**src/rtl/fp_exc_monitor.sv**
```systemverilog
// IEEE-754 exception classifier with sticky flags and saturating counters; optional irq via FP_EXC_MON_IRQ_EN.
// Latency: 1 cycle input to out_*. Backpressure: single output register, in_ready = !out_valid || out_ready.
// Flags and counters update on the accept edge, so a stalled output is never counted twice.
module fp_exc_monitor #(
    parameter int EXP_W = 8,
    parameter int MAN_W = 23,
    parameter int CNT_W = 16
) (
    input  logic                   clk,
    input  logic                   rst,
    input  logic                   in_valid,
    output logic                   in_ready,
    input  logic [EXP_W+MAN_W:0]   fp_input,
    output logic                   out_valid,
    input  logic                   out_ready,
    output logic                   out_sign,
    output logic [2:0]             out_class,
    output logic                   overflow,
    output logic                   underflow,
    output logic                   sticky_ovf,
    output logic                   sticky_unf,
    input  logic                   clear_sticky,
    output logic [CNT_W-1:0]       ovf_count,
    output logic [CNT_W-1:0]       unf_count,
    output logic                   irq
);

    localparam int W = EXP_W + MAN_W + 1;

    localparam logic [2:0] C_ZERO   = 3'd0;
    localparam logic [2:0] C_DENORM = 3'd1;
    localparam logic [2:0] C_NORMAL = 3'd2;
    localparam logic [2:0] C_INF    = 3'd3;
    localparam logic [2:0] C_QNAN   = 3'd4;
    localparam logic [2:0] C_SNAN   = 3'd5;

    localparam logic [CNT_W-1:0] CNT_MAX = {CNT_W{1'b1}};
    localparam logic [CNT_W-1:0] CNT_ONE = {{(CNT_W-1){1'b0}}, 1'b1};

    logic [EXP_W-1:0] exp_f;
    logic [MAN_W-1:0] man_f;
    logic [2:0]       in_class;
    logic             in_ovf;
    logic             in_unf;
    logic             accept;
    logic             ovf_evt;
    logic             unf_evt;

    assign exp_f    = fp_input[W-2:MAN_W];
    assign man_f    = fp_input[MAN_W-1:0];
    assign in_ready = !out_valid || out_ready;
    assign accept   = in_valid && in_ready && !rst;

    always_comb begin
        in_class = C_NORMAL;
        if (exp_f == '0) begin
            in_class = (man_f == '0) ? C_ZERO : C_DENORM;
        end else if (&exp_f) begin
            if (man_f == '0)
                in_class = C_INF;
            else if (man_f[MAN_W-1])
                in_class = C_QNAN;
            else
                in_class = C_SNAN;
        end
    end

    assign in_ovf  = (in_class == C_INF) || (in_class == C_QNAN) || (in_class == C_SNAN);
    assign in_unf  = (in_class == C_ZERO) || (in_class == C_DENORM);
    assign ovf_evt = accept && in_ovf;
    assign unf_evt = accept && in_unf;

    always_ff @(posedge clk) begin
        if (rst) begin
            out_valid <= 1'b0;
            out_sign  <= 1'b0;
            out_class <= C_ZERO;
            overflow  <= 1'b0;
            underflow <= 1'b0;
        end else if (accept) begin
            out_valid <= 1'b1;
            out_sign  <= fp_input[W-1];
            out_class <= in_class;
            overflow  <= in_ovf;
            underflow <= in_unf;
        end else if (out_ready) begin
            out_valid <= 1'b0;
        end
    end

    // A clear colliding with an event restarts that event's flag and count at 1.
    always_ff @(posedge clk) begin
        if (rst) begin
            sticky_ovf <= 1'b0;
            sticky_unf <= 1'b0;
            ovf_count  <= '0;
            unf_count  <= '0;
        end else if (clear_sticky) begin
            sticky_ovf <= ovf_evt;
            sticky_unf <= unf_evt;
            ovf_count  <= ovf_evt ? CNT_ONE : '0;
            unf_count  <= unf_evt ? CNT_ONE : '0;
        end else begin
            if (ovf_evt) begin
                sticky_ovf <= 1'b1;
                if (ovf_count != CNT_MAX)
                    ovf_count <= ovf_count + CNT_ONE;
            end
            if (unf_evt) begin
                sticky_unf <= 1'b1;
                if (unf_count != CNT_MAX)
                    unf_count <= unf_count + CNT_ONE;
            end
        end
    end

`ifdef FP_EXC_MON_IRQ_EN
    logic sticky_ovf_d;
    logic sticky_unf_d;

    always_ff @(posedge clk) begin
        if (rst) begin
            irq          <= 1'b0;
            sticky_ovf_d <= 1'b0;
            sticky_unf_d <= 1'b0;
        end else begin
            irq          <= (sticky_ovf && !sticky_ovf_d) || (sticky_unf && !sticky_unf_d);
            sticky_ovf_d <= sticky_ovf;
            sticky_unf_d <= sticky_unf;
        end
    end
`else
    assign irq = 1'b0;
`endif

endmodule

```
**config.mk**
```make
export PLATFORM = sky130hd
export DESIGN_NAME = fp_exc_monitor
export DESIGN_NICKNAME = d
export VERILOG_FILES = /design/src/rtl/fp_exc_monitor.sv
export SDC_FILE = /design/constraint.sdc
export NUM_CORES = 1
export LEC_CHECK = 0
export ABC_AREA = 0
export CAP_MARGIN = 20
export CORE_ASPECT_RATIO = 2
export CORE_MARGIN = 2
export CORE_UTILIZATION = 47
export CTS_CLUSTER_SIZE = 16
export DETAILED_ROUTE_END_ITERATION = 7
export GPL_TIMING_DRIVEN = 0
export HOLD_SLACK_MARGIN = 0.15
export PLACE_DENSITY_LB_ADDON = 0.15
export SYNTH_ARGS = -nofsm -noshare
export SYNTH_HDL_FRONTEND = slang
export SYNTH_SLANG_ARGS = --single-unit
```
**constraint.sdc**
```tcl
create_clock -name clk -period 3.95 [get_ports clk]
set_input_delay 1.185 -clock clk [delete_from_list [all_inputs] [get_ports clk]]
set_output_delay 1.185 -clock clk [all_outputs]
set_load 0.02 [all_outputs]
```
==> flow_summary_export.csv <==
group,metric,value,unit
drt,dr.pass1.iters,4,
clocking,cts_root_buf,"clkbuf_8",
finish,layout-drive-gt1-share,7.164,%
global_route,overflow,0,
floorplanning,core_area,4297,sq um
logic_synthesis,synth_edf_count,0,
place,hpwl,4534,microns
drt,wl,5904,microns
critical_path,end_kind,"primary output",
logic_synthesis,synth_common_cells,"41 x dfxtp_1, 31 x a21oi_1, 22 x nand2_1",
floorplanning,dieArea,5010,sq um
logic_synthesis,async_reset_ff_share,0,%
global_route,grt_pass1_vias,2146,
global_route,grt_use_total,24.82,%
clocking,tritoncts,"done",
place,dp_cells,382,
finish,diodes,0,
finish,multi_input_area,1187,sq um
timing,setup_viol,0,
timing,fin_crit_sh,94.55,%
logic_synthesis,synthCells,251,
clocking,htree_levels,2,
drt,drtAntennaViolNets,0,
power_and_ir_drop,power.leakage,0.001008,uW
finish,nNetsFinal,374,
critical_path,cp.required,2.76,ns
logic_synthesis,synth.cell_area,2082,sq um
status,status,"finished clean",
logic_synthesis,yosysMostFrequentCell,"dfxtp_1",
finish,n_fill_cell,375,
power_and_ir_drop,powerDensity,275.5,nW/um^2
logic_synthesis,yosysSeqAreaShare,39.42,%
timing,finalSetupTns,0,ns
timing,hold_viol,0,
timing,tightest_slew,0.6880,ns
drt,avgRoutedWirePerCell,15.18,microns
global_route,antenna_found_initial,0,
floorplanning,die_y,98.13,microns
clocking,cts.sinks,41,
floorplanning,io_pins,80,
power_and_ir_drop,vdd_drop_max,0.2527,mV
finish,fin_cells,389,
floorplanning,die_w,51.06,microns
global_route,grt_max_degree,13,
finish,regArea,820.8,sq um
logic_synthesis,synthDistinctLibCells,44,
floorplanning,std_cell_rows,34,
timing,finClkSkew,0.009101,ns
critical_path,worstPathArrival,2.55,ns
min_path,hp-class,"flop to flop",
clocking,clockBufferDepth,2,
place,io_buffers,77,
run,max_cap_viol_count,0,
logic_synthesis,syn_nets,290,
logic_synthesis,yosys.area.top_type_share,39.42,%
logic_synthesis,yosys-top-cells-area,"dfxtp_1 39%, a21oi_1 7.5%, or3_1 4.8%",
clocking,clock_latency,0.30,ns
logic_synthesis,ys.flop_type,"dfxtp_1",
timing,min_period,3.735,ns
finish,syn2layout_area_growth,45.25,%
logic_synthesis,synth_warnings,0,
clocking,cts-resized-gates,0,
place,place_congestion,0.8231,
timing,slew_viol_final,0,
floorplanning,start_util,48.46,%
timing,max_freq,0.2678,GHz
timing,max-slew-margin-rel,53.75,%
drt,first_iter_violations,38,
clocking,postCtsSetupRepairBufs,0,
critical_path,start_kind,"input pin",
drt,drcViolationCount,0,
clocking,hold_buffers,0,
logic_synthesis,synth_area_leader_cell,"dfxtp_1",
clocking,cts_buffers,5,
drt,vias_per_cell,5.859,
logic_synthesis,yosys_register_bits,41,
clocking,path_clk_slew,0.07,ns
critical_path,worstSetupPathType,"input pin to primary output",
timing,rsz0062_at_grt,"no",
drt,vias,2279,
critical_path,path_max_fanout,7,
logic_synthesis,synth.avg_cell_area,8.295,sq um
global_route,grt_pass1_wl,9653,microns
cell type report:
class / count / share of cell area (%)
Timing Repair Buffer: 77 / 25.49
Buffer: 11 / 1.820
Clock buffer: 5 / 2.276
Multi-Input combinational cell: 194 / 39.26
Tap cell: 54 / 2.234
Clock inverter: 2 / 1.158
Inverter: 5 / 0.6206
Sequential cell: 41 / 27.14
final timing paths:
path | startpoint | to | slack [ns] | depth (start not counted)
max | out_ready | in_ready | 0.22 | 4
min | out_sign$_SDFFE_PP0P_ | out_sign$_SDFFE_PP0P_ | 0.46 | 2
max reg2reg | unf_count[0]$_SDFFE_PP0P_ | unf_count[10]$_SDFFE_PP0P_ | 1.80 | 7
min reg2reg | out_sign$_SDFFE_PP0P_ | out_sign$_SDFFE_PP0P_ | 0.46 | 2
per-stage QoR:
step / area (sq um) / hold slack [ns] / setup slack [ns] / util (%) / total power, uW
after global routing: 3024 / 0.4729 / 0.1746 / 70.38 / 853.8
after CTS: 3024 / 0.4637 / 0.2091 / 70.38 / 833.6
after detailed placement: 2920 / 0.4513 / 0.2260 / 67.97 / 510.4
after floorplan: 2082 / 0.5301 / 1.131 / - / 456.0
final: 3024 / 0.4636 / 0.2153 / 70.38 / 833.2
after global placement: 2920 / 0.4414 / 0.2231 / 67.97 / 509.5
registers in the layout, summed over array words and instances, names as in the netlist:
register	flops
out_class	3
out_sign	1
out_valid	1
overflow	1
ovf_count	16
sticky_ovf	1
sticky_unf	1
underflow	1
unf_count	16
power breakdown:
part / switching [uW] / total [uW] / leakage (uW) / internal (uW)
sequential: 1.35 / 417 / 0.000331 / 416
clock: 149 / 333 / 0.0000540 / 184
combinational: 38.2 / 83.5 / 0.000623 / 45.2
total: 189 / 833 / 0.00101 / 645
layer usage:
layer  wire [microns]  part of all wire (%)  global-route usage (%)  vias to the layer above
met5                0                     0                       0                        -
met4              142                   2.4                   10.40                        0
met3              195                   3.3                   4.740                       13
met2             3436                    58                   46.35                       56
met1             2129                    36                   25.53                     1092
li1                 -                     -                       -                     1118
cell families (layout without fill, tap and decap cells):
group	after synthesis	count (layout)	share of synthesized area, %
other	1	1	0.1801
AOI/OAI and AO/OA	68	68	19.29
buffers and inverters	16	100	3.546
adders and majority gates	2	2	1.202
DFF	41	41	39.42
and+or+nand+nor	119	119	34.56
muxes	2	2	0.9616
xor gates and xnor gates	2	2	0.8415
worst max-delay path: stages:
cell and delay (ns):
clkdlybuf4s50_1 0.46, nand2b_1 0.10, clkbuf_2 0.17, clkdlybuf4s50_1 0.64
placed cells by master, fill, tap and decap left out, types with 6 or more instances in the layout:
cell             instances
a21oi_1                 31
and3_1                   6
and4_1                   8
clkbuf_1                 7
clkdlybuf4s50_1         77
dfxtp_1                 41
nand2_1                 22
nand3_1                 10
nand4_1                 12
nor2_1                  15
nor4_1                   7
o21ai_0                 17
or3_1                   16
Power figures use the tool's default switching activity.
